### src/rtl/laser_controller.sv
// Player laser generator: launch on fire, rise each clock, end on hit or top-out.
// Optional LASER_AUTOFIRE_EN: a held fire button relaunches after every cooldown.
module laser_controller #(
  parameter int LASER_START_V  = 400,
  parameter int LASER_STEP     = 4,
  parameter int LASER_H_OFFSET = 10,
  parameter int COOLDOWN       = 16
) (
  input  logic       clk,
  input  logic       rst_n,
  input  logic [1:0] state,
  input  logic       fire,
  input  logic [9:0] player_h,
  input  logic [3:0] attack_valid,
  input  logic [9:0] attack_v,
  output logic [9:0] laser_h,
  output logic [9:0] laser_v,
  output logic       laser_enable,
  output logic       hit_pulse,
  output logic [7:0] hit_count
);

  localparam int CD = (COOLDOWN < 1) ? 1 : COOLDOWN;
  localparam int CW = $clog2(CD + 1);
  localparam logic [CW-1:0] CD_V  = CW'(CD);
  localparam logic [CW-1:0] ONE_V = CW'(1);
  localparam logic [9:0] START_V  = 10'(LASER_START_V);
  localparam logic [9:0] STEP_V   = 10'(LASER_STEP);
  localparam logic [9:0] OFS_V    = 10'(LASER_H_OFFSET);

  typedef enum logic [1:0] {
    IDLE,
    FLY,
    COOL
  } fsm_t;

  fsm_t          fsm;
  logic          fire_q;
  logic [CW-1:0] cnt;
  logic          trig;
  logic          hit;

`ifdef LASER_AUTOFIRE_EN
  assign trig = fire;
`else
  assign trig = fire & ~fire_q;
`endif

  // Same kill condition the enemy controller applies to its lane.
  assign hit = (attack_valid < 4'd8) && (attack_v >= 10'd10);

  always_ff @(posedge clk or negedge rst_n) begin
    if (!rst_n) begin
      fsm          <= IDLE;
      fire_q       <= 1'b0;
      cnt          <= '0;
      laser_h      <= '0;
      laser_v      <= '0;
      laser_enable <= 1'b0;
      hit_pulse    <= 1'b0;
      hit_count    <= '0;
    end else if (state == 2'd0) begin
      fsm          <= IDLE;
      fire_q       <= 1'b0;
      cnt          <= '0;
      laser_h      <= '0;
      laser_v      <= '0;
      laser_enable <= 1'b0;
      hit_pulse    <= 1'b0;
      hit_count    <= '0;
    end else begin
      fire_q    <= fire;
      hit_pulse <= 1'b0;
      if (state == 2'd1) begin
        unique case (fsm)
          IDLE: begin
            if (trig) begin
              fsm          <= FLY;
              laser_enable <= 1'b1;
              laser_h      <= player_h + OFS_V;
              laser_v      <= START_V;
            end
          end
          FLY: begin
            if (hit) begin
              fsm          <= COOL;
              laser_enable <= 1'b0;
              hit_pulse    <= 1'b1;
              cnt          <= CD_V;
              if (hit_count != 8'hFF)
                hit_count <= hit_count + 8'd1;
            end else if (laser_v < STEP_V) begin
              fsm          <= COOL;
              laser_enable <= 1'b0;
              cnt          <= CD_V;
            end else begin
              laser_v <= laser_v - STEP_V;
            end
          end
          COOL: begin
            if (cnt == ONE_V) begin
              fsm <= IDLE;
              cnt <= '0;
            end else begin
              cnt <= cnt - ONE_V;
            end
          end
          default: fsm <= IDLE;
        endcase
      end
    end
  end

endmodule

### config.mk
export PLATFORM = sky130hd
export DESIGN_NAME = laser_controller
export DESIGN_NICKNAME = d
export VERILOG_FILES = /design/src/rtl/laser_controller.sv
export SDC_FILE = /design/constraint.sdc
export NUM_CORES = 1
export LEC_CHECK = 0
export ABC_AREA = 1
export CAP_MARGIN = 20
export CORE_MARGIN = 2
export CORE_UTILIZATION = 30
export CTS_CLUSTER_SIZE = 28
export DETAILED_ROUTE_END_ITERATION = 8
export MAX_ROUTING_LAYER = met4
export PLACE_DENSITY_LB_ADDON = 0.05
export REMOVE_ABC_BUFFERS = 1
export SYNTH_ARGS = -nofsm -noshare
export SYNTH_HDL_FRONTEND = slang
export SYNTH_SLANG_ARGS = --single-unit
### constraint.sdc
create_clock -name clk -period 4.2 [get_ports clk]
set_input_delay 0.84 -clock clk [delete_from_list [all_inputs] [get_ports clk]]
set_output_delay 0.84 -clock clk [all_outputs]
set_load 0.1 [all_outputs]
==> impl_summary.md <==
Clock tree
The root buffer selected by CTS is sky130_fd_sc_hd__clkbuf_8. The clock edge transition at the registers on the reported setup and hold paths is 0.08 ns. The clock passes through at most 2 buffers.

The number of resized instances in the post-cts repair step is 0. The number of H-tree levels is 2. The number of hold buffers added after CTS was 0. In this run the post-CTS setup repair buffer count came out at 0. CTS saw 36 sinks. The later pin in the worst-skew pair is clocked with a latency of about 0.29 ns. The number of buffers inserted during clock tree synthesis is 5. TritonCTS built the clock tree.

Critical path
In this run the number of cells on the critical path is 1. Measured in cells, the most critical reg-to-reg path has a length of 8. Counting both buffers and inverters, the worst setup path holds a total of 1.

STA puts the critical path data required time at 3.36 ns. The destination of the worst register-to-register timing path is laser_v[8]. Walking the worst path, the cells encountered are clkdlybuf4s50_1. STA classifies the critical path endpoint as an output port. The critical path's largest stage delay is 1.19 ns. STA classifies the critical path startpoint as a register. The data arrival at the endpoint of the critical path is approximately 2.0 ns. The reg-to-reg setup timing slack is 2.46 ns. The startpoint identified for the worst register-to-register timing path is laser_v[2]. The family with the most delay on the worst path is buffers and inverters. The largest individual stage delay along the critical path comes from the cell sky130_fd_sc_hd__clkdlybuf4s50_1. The category of the critical setup timing path is reg2out. Of all nets on the critical path, the largest fanout is 6.

Timing
The worst path meets setup with 1.39 ns of slack. The number of setup violations in the final report is 0. The final critical path takes up 66.9% of the cycle. The final max-slew violation count is 0.

The relative slew slack is 33.6%. The setup total negative slack is 0 ns. The final hold violation count is 0. The shortest clock period the worst path allows after layout is about 2.8 ns. Setup repair after global routing left no endpoint under its margin. The slew at the pin with the worst max-slew slack is 0.994 ns. The tightest hold path in the finished design has a slack of 0.477 ns. The clock tree skew after final layout is between 0.009 and 0.01 ns. Derived from the worst setup path, the maximum achievable clock frequency is 356 MHz.

Synth
The flip-flop and latch count after synthesis is 36. The Yosys step of the flow raised 0 warnings. Counting every instance in the synthesized netlist gives 315.

The cell area after technology mapping is 2260 sq um. After synthesis, the netlist uses 29 different library cells. In this run the mean area of a mapped cell was roughly 7 sq um.

The share of the Yosys chip area taken by registers is 39.8%.

Floorplanning
The floorplan step defined a die boundary enclosing 8250 sq um. The die is 90.8 um wide. The area of the core region is 7290 sq um.

Once the floorplan was initialized, standard cells occupied 31.0% of the core. In this run the core area contains 31 standard-cell rows. Pin placement for this block handled 59 I/O pins. The overall die height is 90.8 um.

Detailed routing
The wire length after detailed routing is around 5700 um. Dividing the detail-routed via count by the number of cells gives 4.57. Summing over every cut layer, the via total after detailed routing is approximately 2100. The number of detailed-routing iterations run before antenna repair is 5.

After the first detailed-routing iteration, the DRC count stood at 92. Dividing the detail-routed wire length by the instance count gives between 10 and 15 um. The count of nets left with antenna violations once routing finished came out at 0. The number of remaining DRC errors is 0.

Placed design
In this run the tool buffered the top-level ports with 52 buffer cells. In this run the cell area measured after placement is approximately 2900 sq um. Once placement completed, the tool counted placed cells totaling 462.

Summed over all nets, the half-perimeter wirelength after detailed placement is just over 4000 um. Before CTS, the worst setup slack after placement is 1.14 ns. Routability-driven placement finished with a final weighted congestion of 0.860.

Global routing
The first global-routing pass estimated around 10000 um of wire. Entering global routing, the biggest net connects 37 pins. The total overflow left after global routing is 0. The number of antenna violations at the first check in global routing came to 0. Global routing used 15.5% of the available tracks.

The number of global-route vias before repair is about 2200.

Finish
The finished cells cover 2970 sq um. The count of placed standard cells in the final layout, fillers left out is ~470. The post-route netlist has 7.30% of its cells at a drive strength greater than 1.

In the final layout, flip-flops and latches occupy 901 sq um. The number of filler cells placed in the layout is 796. The number of antenna diodes in the final layout is 0. Summing all multi-input logic gate instances after layout gives 1190 sq um. The area growth from synthesis to layout is 31.1%. The number of nets in the layout is a little over 400.

Power
The worst ir drop on vdd is 0.000408 V. For this design the static power due to leakage is roughly 1.4 nW. In this run the power density over the cells is about 810 nW/um^2.

Worst hold path
The hold path endpoint is laser_h[6]. The number of cells on the worst hold path is 2. The class of the tightest hold or removal check is reg2reg. The source of the worst hold timing path is laser_h[6].

Status
The flow ran to the end, and the final reports show no timing, DRC or antenna violations.

Flow run
The max-cap violation count is 0.
-- tightest hold or removal path, delay by kind of cell (launching register included) --
family	cells	cell delay, ns
AND/OR/NAND/NOR	2	0.10
flip-flops	1	0.34
-- cell usage in the layout (no fill, tap or decap) --
cell type,instances
sky130_fd_sc_hd__clkinv_1,1
sky130_fd_sc_hd__nor3_1,3
sky130_fd_sc_hd__nand2_1,100
sky130_fd_sc_hd__conb_1,2
sky130_fd_sc_hd__nand3b_1,2
sky130_fd_sc_hd__xnor2_1,1
sky130_fd_sc_hd__nand3_1,32
sky130_fd_sc_hd__xor2_1,8
sky130_fd_sc_hd__ha_1,5
sky130_fd_sc_hd__nor2_4,4
sky130_fd_sc_hd__o21ai_0,4
sky130_fd_sc_hd__inv_1,31
sky130_fd_sc_hd__nor2_1,33
sky130_fd_sc_hd__nand4_1,16
sky130_fd_sc_hd__nand2_2,2
sky130_fd_sc_hd__nor2_2,2
sky130_fd_sc_hd__clkbuf_8,7
sky130_fd_sc_hd__dfrtp_1,36
sky130_fd_sc_hd__o21ai_1,13
sky130_fd_sc_hd__o21bai_1,2
sky130_fd_sc_hd__nand4_2,1
sky130_fd_sc_hd__nand3_2,3
sky130_fd_sc_hd__a21oi_1,2
sky130_fd_sc_hd__a21o_1,1
sky130_fd_sc_hd__inv_2,5
sky130_fd_sc_hd__clkdlybuf4s50_1,51
sky130_fd_sc_hd__buf_2,1
sky130_fd_sc_hd__nand2_4,2
-- worst max path at each step --
| stage | from | end | slack, ns |
|---|---|---|---|
| 6_report | laser_v[4] | laser_v[4] | 1.39 |
| 5_1_grt | state[0] | laser_v[8] | 1.20 |
| 4_1_cts | laser_v[4] | laser_v[4] | 1.39 |
| 3_5_place_dp | state[0] | laser_v[8] | 1.14 |
| 3_3_place_gp | state[0] | laser_v[7] | 1.16 |
| 2_1_floorplan | laser_v[2] | laser_v[7] | 2.03 |
-- layout make-up --
| type | count | share of cell area, % |
|---|---|---|
| clock buffer | 7 | 3.25 |
| sequential | 36 | 30.4 |
| inverter | 37 | 4.68 |
| timing repair buffer | 52 | 17.4 |
| tap | 99 | 4.18 |
| multi-input combinational | 238 | 40.2 |
-- layer usage --
layer / up-vias / wire length, um / track usage (%)
met3: 4 / 236 / 2.92
met4: 0 / 50 / 4.04
li1: 1120 / - / -
met2: 48 / 2590 / 24.4
met1: 972 / 2870 / 20.5
met5: - / 0 / -
-- Yosys cell counts (all sizes together) --
cell | number | area share, %
nand2 | 104 | 18
nor2 | 39 | 8.0
dfrtp | 36 | 40
inv | 36 | 6.0
nand3 | 35 | 8.4
nand4 | 17 | 5.0
o21ai | 17 | 3.8
xor2 | 8 | 3.1
ha | 5 | 2.8
buf | 4 | 1.4
nor3 | 3 | 0.66
a21oi | 2 | 0.44
nand3b | 2 | 0.66
o21bai | 2 | 0.66
a21o | 1 | 0.33
clkbuf | 1 | 0.17
clkinv | 1 | 0.17
conb | 1 | 0.17
xnor2 | 1 | 0.39
-- where the power goes --
| group | internal, W | total, W | switching (W) |
|---|---|---|---|
| sequential | 0.000469 | 0.000597 | 0.000128 |
| combinational | 0.000396 | 0.00154 | 0.00114 |
| clock | 0.000146 | 0.000275 | 0.000128 |
-- kinds of logic (layout without fill, tap and decap cells) --
family	count (synthesis)	in the layout	synth area share, %
AND/OR/NAND/NOR	200	200	40.9
buffers and inverters	42	96	7.69
flip-flops	36	36	39.8
AO/OA/AOI/OAI	22	22	5.20
XOR/XNOR	9	9	3.48
adder cells (fa/ha/maj)	5	5	2.77
other	1	2	0.166
-- per-stage QoR --
stage	power [W]	util [%]
after floorplan	0.00178	-
final	0.00241	40.7
after global placement	0.00214	39.4
after global routing	0.00258	40.7
after CTS	0.00243	40.7
after detailed placement	0.00214	39.4
-- state kept, by name, indices dropped and copies added, names as in the netlist --
signal / count
laser_h: 10
hit_count: 8
laser_v: 8
cnt: 5
fsm: 2
fire_q: 1
hit_pulse: 1
laser_enable: 1
No activity file was read; power rests on OpenSTA's default activity.
